### config.mk
export PLATFORM = sky130hd
export DESIGN_NAME = period_meter
export DESIGN_NICKNAME = d
export VERILOG_FILES = /design/src/rtl/period_meter.sv
export SDC_FILE = /design/constraint.sdc
export NUM_CORES = 1
export LEC_CHECK = 0
export ABC_CLOCK_PERIOD_IN_PS = 5250
export CORE_MARGIN = 10
export CORE_UTILIZATION = 30
export CTS_BUF_LIST = sky130_fd_sc_hd__clkbuf_4 sky130_fd_sc_hd__clkbuf_8
export CTS_CLUSTER_SIZE = 30
export DETAILED_ROUTE_END_ITERATION = 6
export HOLD_SLACK_MARGIN = 0.12
export SKIP_CTS_REPAIR_TIMING = 1
export SLEW_MARGIN = 10
export SYNTH_ARGS = -nofsm -noshare
export SYNTH_HDL_FRONTEND = slang
export SYNTH_SLANG_ARGS = --single-unit
export TNS_END_PERCENT = 100
### constraint.sdc
create_clock -name clk -period 5.25 [get_ports clk]
set_input_delay 1.05 -clock clk [delete_from_list [all_inputs] [get_ports clk]]
set_output_delay 1.05 -clock clk [all_outputs]
set_load 0.01 [all_outputs]
### src/rtl/period_meter.sv
// Reference period meter: synchronises sig_in, counts clk cycles between rising
// edges, and reports period length, a stability flag and loss-of-reference timeout.
module period_meter #(
    parameter int WIDTH        = 16,
    parameter int STABLE_COUNT = 4,
    parameter int TOL          = 0,
    parameter int TIMEOUT      = 65535
) (
    input  logic             clk,
    input  logic             RST,
    input  logic             PWRDWN,
    input  logic             sig_in,
    output logic [WIDTH-1:0] period_length,
    output logic             period_valid,
    output logic             period_stable,
    output logic             timeout
);

    typedef enum logic {IDLE = 1'b0, MEASURE = 1'b1} state_t;

    localparam logic [WIDTH-1:0] CNT_MAX   = {WIDTH{1'b1}};
    localparam logic [WIDTH-1:0] TIMEOUT_V = WIDTH'(TIMEOUT);
    localparam logic [WIDTH:0]   TOL_V     = (WIDTH+1)'(TOL);
    localparam logic [7:0]       STABLE_V  = 8'(STABLE_COUNT);

    state_t           state, state_nxt;
    logic             s1, s2, s3;
    logic             rise;
    logic             at_timeout;
    logic             match;
    logic [WIDTH:0]   diff;
    logic [WIDTH-1:0] count, count_nxt;
    logic [WIDTH-1:0] prev, prev_nxt;
    logic             prev_valid, prev_valid_nxt;
    logic [7:0]       stable_cnt, stable_cnt_nxt;
    logic [WIDTH-1:0] length_nxt;
    logic             valid_nxt, stable_nxt, timeout_nxt;

    assign rise       = s2 & ~s3;
    assign at_timeout = (count == TIMEOUT_V);

    // Unsigned magnitude of the difference against the previous measurement.
    always_comb begin
        if (count >= prev) begin
            diff = {1'b0, count} - {1'b0, prev};
        end else begin
            diff = {1'b0, prev} - {1'b0, count};
        end
        match = (diff <= TOL_V);
    end

    // State register.
    always_ff @(posedge clk) begin
        if (RST || PWRDWN) begin
            state <= IDLE;
        end else begin
            state <= state_nxt;
        end
    end

    // Next-state logic; an edge coinciding with the timeout count wins.
    always_comb begin
        state_nxt = state;
        case (state)
            IDLE: begin
                if (rise) begin
                    state_nxt = MEASURE;
                end else begin
                    state_nxt = IDLE;
                end
            end
            MEASURE: begin
                if (rise) begin
                    state_nxt = MEASURE;
                end else if (at_timeout) begin
                    state_nxt = IDLE;
                end else begin
                    state_nxt = MEASURE;
                end
            end
            default: state_nxt = IDLE;
        endcase
    end

    // Datapath and output next values.
    always_comb begin
        count_nxt      = count;
        length_nxt     = period_length;
        valid_nxt      = 1'b0;
        prev_nxt       = prev;
        prev_valid_nxt = prev_valid;
        stable_cnt_nxt = stable_cnt;
        timeout_nxt    = timeout;
        case (state)
            IDLE: begin
                if (rise) begin
                    count_nxt   = {{(WIDTH-1){1'b0}}, 1'b1};
                    timeout_nxt = 1'b0;
                end else begin
                    count_nxt = {WIDTH{1'b0}};
                end
            end
            MEASURE: begin
                if (rise) begin
                    count_nxt      = {{(WIDTH-1){1'b0}}, 1'b1};
                    length_nxt     = count;
                    valid_nxt      = 1'b1;
                    prev_nxt       = count;
                    prev_valid_nxt = 1'b1;
                    if (!prev_valid) begin
                        stable_cnt_nxt = 8'd0;
                    end else if (match) begin
                        stable_cnt_nxt = (stable_cnt >= STABLE_V) ? STABLE_V : stable_cnt + 8'd1;
                    end else begin
                        stable_cnt_nxt = 8'd0;
                    end
                end else if (at_timeout) begin
                    count_nxt      = {WIDTH{1'b0}};
                    timeout_nxt    = 1'b1;
                    stable_cnt_nxt = 8'd0;
                    prev_valid_nxt = 1'b0;
                end else begin
                    count_nxt = (count == CNT_MAX) ? count : count + {{(WIDTH-1){1'b0}}, 1'b1};
                end
            end
            default: count_nxt = {WIDTH{1'b0}};
        endcase
        stable_nxt = (stable_cnt_nxt == STABLE_V);
    end

    // Synchroniser, datapath and registered outputs.
    always_ff @(posedge clk) begin
        if (RST || PWRDWN) begin
            s1            <= 1'b0;
            s2            <= 1'b0;
            s3            <= 1'b0;
            count         <= {WIDTH{1'b0}};
            prev          <= {WIDTH{1'b0}};
            prev_valid    <= 1'b0;
            stable_cnt    <= 8'd0;
            period_length <= {WIDTH{1'b0}};
            period_valid  <= 1'b0;
            period_stable <= 1'b0;
            timeout       <= 1'b0;
        end else begin
            s1            <= sig_in;
            s2            <= s1;
            s3            <= s2;
            count         <= count_nxt;
            prev          <= prev_nxt;
            prev_valid    <= prev_valid_nxt;
            stable_cnt    <= stable_cnt_nxt;
            period_length <= length_nxt;
            period_valid  <= valid_nxt;
            period_stable <= stable_nxt;
            timeout       <= timeout_nxt;
        end
    end

endmodule

==> impl_metrics.py <==
metrics = {
    "global_routing": {
        "overflow": 0,
        "busiest_layer": "met2",
        "grt_max_degree": 24,
        "grt_pass1_vias": 3019,
        "grt_use_total_pct": 11.1,
        "met1_usage_pct": 14.1,
        "grt_pass1_wl_um": 15200,
        "antenna_found_initial": 0,
        "use_met2_pct": 19.2,
        "met3_usage_pct": 1.36,
    },
    "critical_path": {
        "required_ns": 5.47,
        "worstSetupPathType": "register to register",
        "max_stage_delay_ns": 0.58,
        "cp_max_fo": 13,
        "r2r_setup_slack_ns": 1.77,
        "r2r_end": "period_stable",
        "start_kind": "register",
        "critPathCapture": "period_stable",
        "reg2reg_from": "prev[13]",
        "worstSetupEndpointType": "register",
        "cp_cell_sequence": "inv_1, ha_1, nand3_2, or4b_1, o21a_1, nor2_2, mux2i_1, nor4_2, nand4_1, a221oi_2, o21ai_1, a221oi_2",
        "critPathMostFrequentCell": "a221oi_2",
        "slowest_stage": "or4b_1",
        "arrival_ns": 3.70,
        "rr_worst_depth": 12,
        "crit_path_start": "prev[13]",
    },
    "synth": {
        "ys_types": 66,
        "ys.warnings.count": 0,
        "synth_edf_count": 0,
        "syn_inst": 460,
        "synth_area_sq_um": 3550,
        "yosys_most_used_dff": "dfxtp_1",
        "ys_seq_area_share_pct": 27.0,
        "synth_seq_cells": 48,
        "synth.avg_cell_area_sq_um": 7.72,
        "async_flop_share_pct": 0,
        "syn-num-nets": 499,
    },
    "drt": {
        "drt_iter0_drc": 126,
        "drt_wl_total_um": 9070,
        "drt_first_pass_iters": 4,
        "drc_errors": 0,
        "wl_per_cell_um": 14.9,
        "ant_nets": 0,
        "viasPerCell": 5.07,
        "vias": 3099,
    },
    "die": {
        "start_util_pct": 30.9,
        "num_rows": 39,
        "die_area_sq_um": 16600,
        "core_area_sq_um": 11500,
        "pin_count": 23,
        "fp.dieW_um": 129,
        "dieHeight_um": 129,
    },
    "layout": {
        "layout_commonest_cell": "nand2_1",
        "multi_input_area_sq_um": 2280,
        "n_antenna_cell": 0,
        "final_nets": 507,
        "n_fill_cell": 1234,
        "design_area_sq_um": 3880,
        "syn2layout_area_growth_pct": 9.23,
        "drive_gt1_share_pct": 4.70,
        "seqCellArea_sq_um": 961,
        "final_cell_mix": "nand2_1, dfxtp_1, inv_1, a21oi_1, nor2_1",
        "final_util_pct": 33.7,
    },
    "placement": {
        "dp_hpwl_um": 7130,
        "place_area_sq_um": 3800,
        "pre_cts_slack_ns": 1.78,
        "place_congestion": 0.901,
        "portBuffers": 22,
    },
    "power": {
        "ir_drop_mv": 0.116,
        "p_per_area_nw_per_um2": 151,
        "p_leak_nw": 1.48,
    },
    "hold_path": {
        "hp-class": "register to register",
    },
    "clock_tree": {
        "cts_root_buffer": "clkbuf_8",
        "cts.path.max_buffers": 2,
        "clkLatencyLatePin_ns": 0.30,
        "cts_tree": "done",
        "h-tree-depth": 2,
        "cts_buffers": 5,
        "path_clk_slew_ns": 0.08,
        "cts.sinks": 48,
    },
    "sta": {
        "drv_slew": 0,
        "hold_violations": 0,
        "timing.hold.ws_ns": 0.439,
        "setup_slack_ns": 1.77,
        "max_freq_mhz": 287,
        "setup_viol": 0,
        "slew_headroom_pct": 49.2,
        "fin_crit_sh_pct": 66.4,
        "tns_ns": 0,
        "rsz0062_at_grt": "no",
        "period_needed_ns": 3.48,
        "tightestPinTransition_ns": 0.760,
        "finClkSkew_ns": 0.00611,
    },
    "job": {
        "max-cap-violations": 0,
    },
    "status": {
        "outcome": "finished clean",
    },
}
[flip-flops by register name (all words and copies together), names as in the netlist]
| register | cells |
|---|---|
| count | 16 |
| prev | 16 |
| stable_cnt | 8 |
| period_stable | 1 |
| period_valid | 1 |
| prev_valid | 1 |
| s1 | 1 |
| s2 | 1 |
| s3 | 1 |
| state | 1 |
| timeout | 1 |
[worst max-delay path, delay by kind of cell, from the launching register on]
family / cells / cell delay, ns
buffers and inverters: 1 / 0.06
AO/OA/AOI/OAI: 4 / 1.06
AND/OR/NAND/NOR: 5 / 1.23
adder cells (fa/ha/maj): 1 / 0.57
multiplexers: 1 / 0.09
flip-flops: 1 / 0.39
[per-stage QoR]
stage	total power, mW	cells
after floorplan	0.380	460
after global placement	0.383	604
after detailed placement	0.384	604
after CTS	0.597	611
after global routing	0.611	611
final	0.587	611
[where the power goes]
group,switching (mW),internal [mW]
logic,0.00620,0.00389
registers,0.000422,0.364
clock network,0.117,0.0959
total,0.123,0.464
[cell usage after synthesis (all sizes together) (2+ instances only)]
library cell / number / area (sq um)
nand4: 11 / 75.1
nor2: 42 / 160
xor2: 8 / 70.1
nand2: 53 / 201
o21bai: 2 / 15.0
a221o: 2 / 20.0
a221oi: 2 / 30.0
mux2i: 2 / 20.0
and2: 8 / 50.1
and3: 8 / 51.3
buf: 13 / 123
nor2b: 2 / 12.5
a21oi: 43 / 219
o21a: 3 / 22.5
clkbuf: 8 / 30.0
xnor2: 23 / 201
nand3: 19 / 100
a211oi: 6 / 45.0
nor4: 4 / 31.3
o21ai: 18 / 90.1
ha: 35 / 438
o41ai: 2 / 17.5
o211ai: 2 / 15.0
inv: 43 / 161
a21o: 7 / 52.6
a311o: 2 / 21.3
a31oi: 4 / 25.0
dfxtp: 48 / 961
nand2b: 6 / 37.5
nor3: 10 / 50.1
o31a: 4 / 36.3
[worst min path at each step]
stage	end	start	slack, ns	cells after the start
5_1_grt	s2	s1	0.46	1
3_3_place_gp	s2	s1	0.43	1
4_1_cts	s2	s1	0.45	1
3_5_place_dp	s2	s1	0.43	1
6_report	s2	s1	0.44	1
2_1_floorplan	s2	s1	0.41	1
[kinds of logic after synthesis]
group | Yosys count | share of synthesized area (%)
xor gates and xnor gates | 31 | 7.64
and+or+nand+nor | 170 | 23.2
AOI/OAI and AO/OA | 109 | 20.0
adders and majority gates | 35 | 12.3
buffers and inverters | 64 | 8.84
DFF | 48 | 27.0
muxes | 3 | 0.880
[per-layer routing]
layer,share of wire (%),wire length (um)
met1,47,4230
met2,49,4410
met3,3.6,325
met4,1.2,109
met5,0,0
[cell type report]
type,count,area share (%)
inverter,43,4.16
multi-input combinational,348,58.7
tap,143,4.61
sequential,48,24.8
timing repair buffer,22,5.67
clock inverter,1,0.129
clock buffer,6,1.97
No activity file was read; power rests on OpenSTA's default activity.
